File: src/rtl/stopwatch_pkg.sv
// -----------------------------------------------------------------------------
// stopwatch_pkg
//   Shared constants and helpers for the MM:SS stopwatch:
//   - BCD digit limits (MAX_TENS / MAX_ONES)
//   - active-low 7-segment table, bit order {g,f,e,d,c,b,a}
//   - blank pattern for codes that are not valid BCD digits
//   - BCD increment of a two-digit 00..59 field
// -----------------------------------------------------------------------------
package stopwatch_pkg;

    localparam logic [3:0] MAX_TENS  = 4'd5;
    localparam logic [3:0] MAX_ONES  = 4'd9;
    localparam logic [6:0] SEG_BLANK = 7'h7F;

    // Index 0 is the rightmost entry.
    localparam logic [9:0][6:0] SEG_TABLE = {
        7'b0010000,  // 9
        7'b0000000,  // 8
        7'b1111000,  // 7
        7'b0000010,  // 6
        7'b0010010,  // 5
        7'b0011001,  // 4
        7'b0110000,  // 3
        7'b0100100,  // 2
        7'b1111001,  // 1
        7'b1000000   // 0
    };

    function automatic logic [6:0] bcd_to_seg(input logic [3:0] d);
        logic [6:0] s;
        if (d > MAX_ONES) begin
            s = SEG_BLANK;
        end else begin
            s = SEG_TABLE[d];
        end
        return s;
    endfunction

    // Increment a {tens, ones} BCD pair modulo 60; 59 wraps to 00.
    function automatic logic [7:0] bcd_inc_mod60(input logic [3:0] tens,
                                                 input logic [3:0] ones);
        logic [3:0] t;
        logic [3:0] o;
        t = tens;
        o = ones + 4'd1;
        if (ones == MAX_ONES) begin
            o = 4'd0;
            t = (tens == MAX_TENS) ? 4'd0 : tens + 4'd1;
        end
        return {t, o};
    endfunction

endpackage

File: src/rtl/stopwatch_debouncer.sv
// -----------------------------------------------------------------------------
// debouncer
//   Two-flop synchronizer followed by a stability counter. The output takes
//   the synchronized value once that value has disagreed with the output for
//   STABLE_COUNT cycles; any agreement in between restarts the count. Raw edge
//   to output edge is 2 + STABLE_COUNT cycles.
// Ports:
//   clk     in  system clock
//   rst_n   in  asynchronous active-low reset (all state to 0)
//   raw_in  in  asynchronous raw input
//   db_out  out debounced, synchronous level
// -----------------------------------------------------------------------------
module debouncer
    import stopwatch_pkg::*;
#(
    parameter int unsigned STABLE_COUNT = 1_000_000
) (
    input  logic clk,
    input  logic rst_n,
    input  logic raw_in,
    output logic db_out
);

    localparam int unsigned CNT_W = $clog2(STABLE_COUNT + 1);

    logic             sync1_q, sync1_d;
    logic             sync2_q, sync2_d;
    logic             db_q, db_d;
    logic [CNT_W-1:0] cnt_q, cnt_d;

    always_comb begin
        sync1_d = raw_in;
        sync2_d = sync1_q;
        db_d    = db_q;
        cnt_d   = '0;
        if (sync2_q != db_q) begin
            if (cnt_q == CNT_W'(STABLE_COUNT)) begin
                db_d = sync2_q;
            end else begin
                cnt_d = cnt_q + 1'b1;
            end
        end
    end

    always_ff @(posedge clk or negedge rst_n) begin
        if (!rst_n) begin
            sync1_q <= 1'b0;
            sync2_q <= 1'b0;
            db_q    <= 1'b0;
            cnt_q   <= '0;
        end else begin
            sync1_q <= sync1_d;
            sync2_q <= sync2_d;
            db_q    <= db_d;
            cnt_q   <= cnt_d;
        end
    end

    assign db_out = db_q;

endmodule

File: src/rtl/stopwatch_top.sv
// -----------------------------------------------------------------------------
// stopwatch_top
//   Four-digit MM:SS stopwatch (00:00..59:59) driving a multiplexed
//   common-anode 7-segment display. Four debounced user inputs: clear,
//   pause/resume, adjust mode and adjust field select. In adjust mode the
//   selected field (seconds or minutes) steps modulo 60 on the 2 Hz tick.
//   The digit registers are visible internally as mt, mo, st, so (BCD).
// Optional feature:
//   STOPWATCH_BLINK_EN - when defined, the anodes of the selected field are
//   blanked in adjust mode while the blink flag is 0. When undefined the blink
//   divider is not built.
// Ports:
//   clk_100mhz     in   system clock
//   rst_n          in   asynchronous active-low reset
//   btn_reset_raw  in   clear button, raw, active-high
//   btn_pause_raw  in   pause/resume button, raw, active-high
//   sw_adj_raw     in   adjust-mode switch, raw (1 = adjust)
//   sw_sel_raw     in   adjust field select, raw (1 = seconds, 0 = minutes)
//   seg[6:0]       out  cathodes {g,f,e,d,c,b,a}, active-low, registered
//   an[3:0]        out  anodes, active-low, an[3] = minutes tens, registered
//   dp             out  decimal point, active-low, registered
// -----------------------------------------------------------------------------
module stopwatch_top
    import stopwatch_pkg::*;
#(
    parameter int unsigned DIV_1HZ      = 100_000_000,
    parameter int unsigned DIV_2HZ      = 50_000_000,
    parameter int unsigned DIV_FAST     = 100_000,
    parameter int unsigned DIV_BLINK    = 25_000_000,
    parameter int unsigned STABLE_COUNT = 1_000_000
) (
    input  logic       clk_100mhz,
    input  logic       rst_n,
    input  logic       btn_reset_raw,
    input  logic       btn_pause_raw,
    input  logic       sw_adj_raw,
    input  logic       sw_sel_raw,
    output logic [6:0] seg,
    output logic [3:0] an,
    output logic       dp
);

    // The slow dividers share one counter width sized for the largest divisor.
    localparam int unsigned MAX_12   = (DIV_1HZ > DIV_2HZ) ? DIV_1HZ : DIV_2HZ;
    localparam int unsigned SLOW_MAX = (MAX_12 > DIV_BLINK) ? MAX_12 : DIV_BLINK;
    localparam int unsigned SLOW_W   = $clog2(SLOW_MAX + 1);
    localparam int unsigned FAST_W   = $clog2(DIV_FAST + 1);

    // ---------------- debounced inputs ----------------
    logic clr_db, pause_db, adj_db, sel_db;

    debouncer #(.STABLE_COUNT(STABLE_COUNT)) u_db_rst (
        .clk(clk_100mhz), .rst_n(rst_n), .raw_in(btn_reset_raw), .db_out(clr_db)
    );
    debouncer #(.STABLE_COUNT(STABLE_COUNT)) u_db_pause (
        .clk(clk_100mhz), .rst_n(rst_n), .raw_in(btn_pause_raw), .db_out(pause_db)
    );
    debouncer #(.STABLE_COUNT(STABLE_COUNT)) u_db_adj (
        .clk(clk_100mhz), .rst_n(rst_n), .raw_in(sw_adj_raw), .db_out(adj_db)
    );
    debouncer #(.STABLE_COUNT(STABLE_COUNT)) u_db_sel (
        .clk(clk_100mhz), .rst_n(rst_n), .raw_in(sw_sel_raw), .db_out(sel_db)
    );

    // ---------------- state ----------------
    logic [SLOW_W-1:0] cnt_1hz_q, cnt_1hz_d;
    logic [SLOW_W-1:0] cnt_2hz_q, cnt_2hz_d;
    logic [FAST_W-1:0] cnt_fast_q, cnt_fast_d;
    logic              tick_1hz, tick_2hz, tick_fast;

    logic [3:0] mt_q, mt_d, mo_q, mo_d, st_q, st_d, so_q, so_d;
    logic [3:0] mt, mo, st, so;
    logic       paused_q, paused_d;
    logic       pause_prev_q, pause_prev_d;
    logic       pause_pulse;
    logic       sec_wrap;

    logic [1:0] idx_q, idx_d;
    logic [3:0] digit;
    logic [6:0] seg_q, seg_d;
    logic [3:0] an_q, an_d;
    logic       dp_q, dp_d;
    logic       blank_sel;

    assign mt = mt_q;
    assign mo = mo_q;
    assign st = st_q;
    assign so = so_q;

    // ---------------- dividers ----------------
    always_comb begin
        tick_1hz   = (cnt_1hz_q == SLOW_W'(DIV_1HZ - 1));
        tick_2hz   = (cnt_2hz_q == SLOW_W'(DIV_2HZ - 1));
        tick_fast  = (cnt_fast_q == FAST_W'(DIV_FAST - 1));
        cnt_1hz_d  = tick_1hz  ? '0 : cnt_1hz_q + 1'b1;
        cnt_2hz_d  = tick_2hz  ? '0 : cnt_2hz_q + 1'b1;
        cnt_fast_d = tick_fast ? '0 : cnt_fast_q + 1'b1;
        // Clearing holds the counting dividers so the first tick after the
        // clear is a full period away.
        if (clr_db) begin
            cnt_1hz_d = '0;
            cnt_2hz_d = '0;
        end
    end

`ifdef STOPWATCH_BLINK_EN
    logic [SLOW_W-1:0] cnt_blink_q, cnt_blink_d;
    logic              blink_q, blink_d;

    always_comb begin
        cnt_blink_d = cnt_blink_q + 1'b1;
        blink_d     = blink_q;
        if (cnt_blink_q == SLOW_W'(DIV_BLINK - 1)) begin
            cnt_blink_d = '0;
            blink_d     = ~blink_q;
        end
    end

    always_ff @(posedge clk_100mhz or negedge rst_n) begin
        if (!rst_n) begin
            cnt_blink_q <= '0;
            blink_q     <= 1'b0;
        end else begin
            cnt_blink_q <= cnt_blink_d;
            blink_q     <= blink_d;
        end
    end

    assign blank_sel = adj_db & ~blink_q;
`else
    assign blank_sel = 1'b0;
`endif

    // ---------------- time counter ----------------
    assign pause_pulse = pause_db & ~pause_prev_q;

    always_comb begin
        mt_d         = mt_q;
        mo_d         = mo_q;
        st_d         = st_q;
        so_d         = so_q;
        paused_d     = paused_q;
        pause_prev_d = pause_db;
        sec_wrap     = (st_q == MAX_TENS) && (so_q == MAX_ONES);
        if (clr_db) begin
            mt_d     = 4'd0;
            mo_d     = 4'd0;
            st_d     = 4'd0;
            so_d     = 4'd0;
            paused_d = 1'b0;
        end else begin
            if (pause_pulse) begin
                paused_d = ~paused_q;
            end
            if (adj_db) begin
                // Adjust steps one field only; no carry between fields.
                if (tick_2hz) begin
                    if (sel_db) begin
                        {st_d, so_d} = bcd_inc_mod60(st_q, so_q);
                    end else begin
                        {mt_d, mo_d} = bcd_inc_mod60(mt_q, mo_q);
                    end
                end
            end else if (tick_1hz && !paused_q) begin
                {st_d, so_d} = bcd_inc_mod60(st_q, so_q);
                if (sec_wrap) begin
                    {mt_d, mo_d} = bcd_inc_mod60(mt_q, mo_q);
                end
            end
        end
    end

    // ---------------- display ----------------
    always_comb begin
        idx_d = tick_fast ? idx_q + 2'd1 : idx_q;
        case (idx_q)
            2'd0:    digit = so;
            2'd1:    digit = st;
            2'd2:    digit = mo;
            default: digit = mt;
        endcase
        seg_d = bcd_to_seg(digit);
        an_d  = ~(4'b0001 << idx_q);
        dp_d  = (idx_q != 2'd2);
        // idx 0/1 are the seconds digits, idx 2/3 the minutes digits.
        if (blank_sel && (sel_db ? !idx_q[1] : idx_q[1])) begin
            an_d = 4'b1111;
        end
    end

    always_ff @(posedge clk_100mhz or negedge rst_n) begin
        if (!rst_n) begin
            cnt_1hz_q    <= '0;
            cnt_2hz_q    <= '0;
            cnt_fast_q   <= '0;
            mt_q         <= 4'd0;
            mo_q         <= 4'd0;
            st_q         <= 4'd0;
            so_q         <= 4'd0;
            paused_q     <= 1'b0;
            pause_prev_q <= 1'b0;
            idx_q        <= 2'd0;
            seg_q        <= SEG_BLANK;
            an_q         <= 4'b1111;
            dp_q         <= 1'b1;
        end else begin
            cnt_1hz_q    <= cnt_1hz_d;
            cnt_2hz_q    <= cnt_2hz_d;
            cnt_fast_q   <= cnt_fast_d;
            mt_q         <= mt_d;
            mo_q         <= mo_d;
            st_q         <= st_d;
            so_q         <= so_d;
            paused_q     <= paused_d;
            pause_prev_q <= pause_prev_d;
            idx_q        <= idx_d;
            seg_q        <= seg_d;
            an_q         <= an_d;
            dp_q         <= dp_d;
        end
    end

    assign seg = seg_q;
    assign an  = an_q;
    assign dp  = dp_q;

endmodule

File: config.mk
export PLATFORM = sky130hd
export DESIGN_NAME = stopwatch_top
export DESIGN_NICKNAME = d
export VERILOG_FILES = /design/src/rtl/stopwatch_pkg.sv /design/src/rtl/stopwatch_debouncer.sv /design/src/rtl/stopwatch_top.sv
export SDC_FILE = /design/constraint.sdc
export NUM_CORES = 1
export LEC_CHECK = 0
export ABC_CLOCK_PERIOD_IN_PS = 3100
export CORE_MARGIN = 2
export CORE_UTILIZATION = 40
export CTS_CLUSTER_SIZE = 24
export DETAILED_ROUTE_END_ITERATION = 6
export HOLD_SLACK_MARGIN = 0.15
export SLEW_MARGIN = 25
export SYNTH_ARGS = -nofsm -noshare
export SYNTH_HDL_FRONTEND = slang
export SYNTH_SLANG_ARGS = --single-unit
File: constraint.sdc
create_clock -name clk_100mhz -period 3.1 [get_ports clk_100mhz]
set_input_delay 0.465 -clock clk_100mhz [delete_from_list [all_inputs] [get_ports clk_100mhz]]
set_output_delay 0.465 -clock clk_100mhz [all_outputs]
set_load 0.1 [all_outputs]
# Word level (Yosys, flattened, before mapping)
# Memories as Yosys holds them, arrays and structs flattened.
# Index checks and enable logic that the tools add are counted.
# word_totals
ff_bits	195
rom_bits	112
in_bits	6
output_inout_bits	12
word_cells	129
mem_count	1
# memory_table
name	words	width	read_ports	rd_clocked_by_memory_dff	wr	line	source
(name not given)	16	7	1	0	0	stopwatch_pkg.sv:34	s = SEG_TABLE[d];
# classes
addsub	12
n_lt_le_gt_ge	2
n_eq_ne	21
shifts	1
n_mux	46
bitwise	4
n_reduce_logical	13
# ops
op	n
$mux 20	8
$mux 4	28
$mux 27	4
$add 20x1->20 const B	4
$eq 20x20->1 const B	4
$add 27x1->27 const B	2
$eq 27x26->1 const B	1
$eq 27x27->1 const B	1
$add 17x1->17 const B	1
$eq 17x17->1 const B	1
$mux 17	1
$add 4x1->4 const B	4
$mux 7	2
$pmux 4 s3	1
$eq 4x3->1 const B	2
$eq 4x4->1 const B	2
$reduce_and 2->1	4
$ne 3x3->1 const B	2
$reduce_bool 3->1	2
$lt 4x5->1 const B	1
$gt 4x4->1 const B	1
$ne 1x1->1	4
$not 4->4	1
$reduce_and 4->1	1
other kinds (14)	17

# Depth between registers and ports, before layout
# logic_depth
ltp_word	7
depth_mapped	10
ltp_nobuf	10

# Hierarchy
# From an unflattened synthesis, not the netlist that was laid out.
# unflattened
hier_cells	998
hier_area_um2	9934.5
# modules_own_cells
mod	instances	cells_each	area_each_um2	seq_area_each_um2
stopwatch_top	1	530	5270.1	2566.2
debouncer	4	117	1166.1	575.6

# Least setup slack after synthesis
# No wires, ideal clock.
# synth_timing
path_type	register to register
startpoint	register cnt_1hz_q[0]
endpoint	register mt_q[2] (netlist: mt[2])
setup_time_ns	0.078
arrival_ns	2.248
required_time_ns	3.022
path_slack_ns	0.774
stages_incl_launch_ff	9
n_path_buf	2
period_less_slack_ns	2.326
path_cell_list	dfrtp_1 -> ha_1 -> nand3_1 -> or3_1 -> buf_2 -> o32a_4 -> buf_6 -> or4_1 -> a21oi_1
# synth_via
elab_chain_len	4
# synth_lines
element	line	source
start, declared	stopwatch_top.sv:66	logic [SLOW_W-1:0] cnt_1hz_q, cnt_1hz_d;
start signal, assigned	stopwatch_top.sv:207	cnt_1hz_q <= cnt_1hz_d;
$eq 27x27->1	stopwatch_top.sv:92	tick_1hz = (cnt_1hz_q == SLOW_W'(DIV_1HZ - 1));
$logic_and 1x1->1	stopwatch_top.sv:164	end else if (tick_1hz && !paused_q) begin
$reduce_bool 3->1 (no line)	--	
$reduce_and 4->1 (no line)	--	
end signal, assigned	stopwatch_top.sv:210	mt_q <= mt_d;
end, declared	stopwatch_top.sv:71	logic [3:0] mt_q, mt_d, mo_q, mo_d, st_q, st_d, so_q, so_d;
# Every way passes these cells.
# A chain may end at the register's enable or synchronous reset.

# Worst setup path after layout
# Ends and elaborated chain as after synthesis.

==> results.sh <==
export IMPL_vias=6749
export IMPL_synth_compound_area_share_pct=4.31
export IMPL_grt_ovfl_total=0
export IMPL_syn_area_mm2=0.00961
export IMPL_worst_pin_slew_ns=0.820
export IMPL_dr_pass1_iters=5
export IMPL_die_x_um=159
export IMPL_grt_busiest_layer="met2"
export IMPL_viasPerCell=5.07
export IMPL_synth_fa_ha_area_share_pct=3.78
export IMPL_clk_pin_slew_ns=0.07
export IMPL_grtUsageTotal_pct=15.3
export IMPL_antenna_found_initial=0
export IMPL_crit_path_start_kind="register"
export IMPL_htree_levels=4
export IMPL_r2r_end="mt[2]"
export IMPL_portBuffers=17
export IMPL_rsz0062_at_grt="no"
export IMPL_num_antenna_cells=0
export IMPL_synth_edff_count=0
export IMPL_holdBufCountCts=1
export IMPL_numCtsBuffers=17
export IMPL_p_leak_nw=4.64
export IMPL_end_kind="register"
export IMPL_power_density_mw_per_mm2=454
export IMPL_timing_final_crit_share_pct=80.3
export IMPL_synthMuxAreaShare_pct=0.911
export IMPL_r2r_cells=6
export IMPL_final_common_cell="dfrtp_1"
export IMPL_whs_endpoint="u_db_rst.sync2_q"
export IMPL_synth_area_leader_cell="dfrtp_1"
export IMPL_cts_tree="yes"
export IMPL_wire_per_inst_um=13.5
export IMPL_cap_violations=0
export IMPL_synth_avg_cell_area_um2=9.80
export IMPL_ir_drop_mv=0.307
export IMPL_finalHoldViolations=0
export IMPL_worstHoldPathCells=0
export IMPL_wl_um=18000
export IMPL_fin_nets=1035
export IMPL_use_met1_pct=21.0
export IMPL_remaining_drc_errors=0
export IMPL_mostFrequentLayoutCells="183 x dfrtp_1, 177 x nor2_1, 75 x xor2_1"
export IMPL_ys_types=46
export IMPL_gp_congestion=0.784
export IMPL_fmax_mhz=402
export IMPL_required_ns=3.46
export IMPL_holdCritStartpoint="u_db_rst.sync1_q"
export IMPL_drive_gt1_share_pct=7.80
export IMPL_cts_resized=0
export IMPL_synthXorXnorAreaFrac_pct=12.5
export IMPL_rows=56
export IMPL_min_period_ns=2.49
export IMPL_status="complete, no violations"
export IMPL_worstSetupPathType="register to register"
export IMPL_cts_sinks=194
export IMPL_clock_latency_ns=0.43
export IMPL_grt_start_max_net_pins=94
export IMPL_fin_tns_setup_ns=0
export IMPL_hp_class="register to register"
export IMPL_r2r_start="cnt_1hz_q[0]"
export IMPL_core_area_mm2=0.0235
export IMPL_dp_hpwl_um=12000
export IMPL_grt_pass1_wl_um=32200
export IMPL_fin_util_pct=45.6
export IMPL_grt_util_met3_pct=3.20
export IMPL_ant_nets=0
export IMPL_first_iter_violations=382
export IMPL_cts_setup_buffers=0
export IMPL_grt_pass1_vias=6721
export IMPL_synth_nets=1016
export IMPL_synthCells=981
export IMPL_clock_root_buffer="clkbuf_16"
export IMPL_synth_area_top_cells="dfrtp_1 48%, nor2_1 6.9%, xor2_1 6.8%, xnor2_1 5.7%, ha_1 3.8%"
export IMPL_synth_main_ff_cell="dfrtp_1"
export IMPL_yosysSeqAreaShare_pct=50.7
export IMPL_yosysWarningCount=0
export IMPL_clock_skew_ns=0.0113
export IMPL_place_ws_ns=0.632
export IMPL_area_delta_synth_final_pct=11.8
export IMPL_use_met2_pct=24.7
export IMPL_synth_seq_cells=194
export IMPL_slew_headroom_pct=43.8
export IMPL_path_max_fanout=30
export IMPL_start_util_pct=40.8
export IMPL_die_h_um=159
export IMPL_finalSetupViolations=0
export IMPL_finalMaxSlewViolations=0
export IMPL_reg2reg_slack_ns=0.61
export IMPL_synth_simple_gate_area_share_pct=24.9
export IMPL_io_pins=18
export IMPL_power_mw=4.87
export IMPL_async_flop_share_pct=100
export IMPL_cts_buffer_depth=2
export IMPL_worst_slack_ns=0.610
export IMPL_netlist_area_leader_share_pct=47.7
export IMPL_crit_arrival_ns=2.85
export IMPL_die_area_mm2=0.0253
export IMPL_synth_top_family_by_area="simple AND/OR/NAND/NOR gates"
## through the flow
step                instances  instance area [um^2]  hold slack [ns]
global placement         1299                 10200            0.335
detailed placement       1299                 10200            0.343
CTS                      1332                 10700            0.351
global route             1332                 10700            0.357
floorplan                 981                  9610            0.169
finish                   1332                 10700            0.350
## area by class of cell
type | instances | area (um^2)
fillers | 2263 | 12800
repair buffers | 30 | 269
well taps | 319 | 399
clock inverters | 9 | 110
flip-flops and latches | 194 | 4870
inverters | 42 | 158
multi-input cells | 715 | 4470
clock buffers | 23 | 468
## worst max-delay path, cell delays in order (launching register included)
cell	delay, ns
dfrtp_1	0.38
ha_1	0.22
nand3_1	0.11
or3_1	0.48
o32a_4	0.52
or4_1	0.55
a21oi_1	0.15
## synthesized netlist by cell type, drive strengths merged, types with 15 or more instances
cell type,count
a21oi,19
xor2,75
ha,29
and3,22
nor3,20
nand4,36
nor4,17
xnor2,62
clkbuf,25
dfrtp,183
inv,42
or4,15
nand3,68
o21ai,20
nor2,177
nand2,54
## worst max path at each step
stage / start / endpoint / slack, ns / depth (start not counted)
detailed placement: cnt_1hz_q[0] / so[3] / 0.63 / 6
finish: cnt_1hz_q[0] / mt[2] / 0.61 / 6
global route: cnt_1hz_q[0] / mt[2] / 0.43 / 6
floorplan: cnt_1hz_q[0] / mt[2] / 0.77 / 8
global placement: cnt_1hz_q[0] / mt[2] / 0.66 / 6
CTS: cnt_1hz_q[0] / mt[2] / 0.62 / 6
## kinds of logic (layout without fill, tap and decap cells)
group                    after synthesis  after routing
AND/OR/NAND/NOR                      477            477
XOR/XNOR                             137            137
AO/OA/AOI/OAI                         64             64
multiplexers                           8              8
buffers and inverters                 72            104
flip-flops                           194            194
adder cells (fa/ha/maj)               29             29
## flip-flops by register name (all words and copies together) (netlist names), 2 cells and up
name and cells:
cnt_1hz_q 27, cnt_2hz_q 27, u_db_adj.cnt_q 20, u_db_pause.cnt_q 20, u_db_rst.cnt_q 20, u_db_sel.cnt_q 20, cnt_fast_q 17, seg 7
an 4, mo 4, mt 4, so 4, st 4, idx_q 2
## layer usage
layer,wire length [um],part of all wire [%]
met1,9180,51
met2,8210,46
met3,426,2.4
met4,180,1.0
met5,0,0
## power by group
| part | internal, mW | switching, mW |
|---|---|---|
| clock | 1.23 | 0.955 |
| sequential | 2.55 | 0.0179 |
| combinational | 0.0340 | 0.0854 |
| total | 3.82 | 1.06 |
Note: power is estimated with default switching activity, not from simulation.
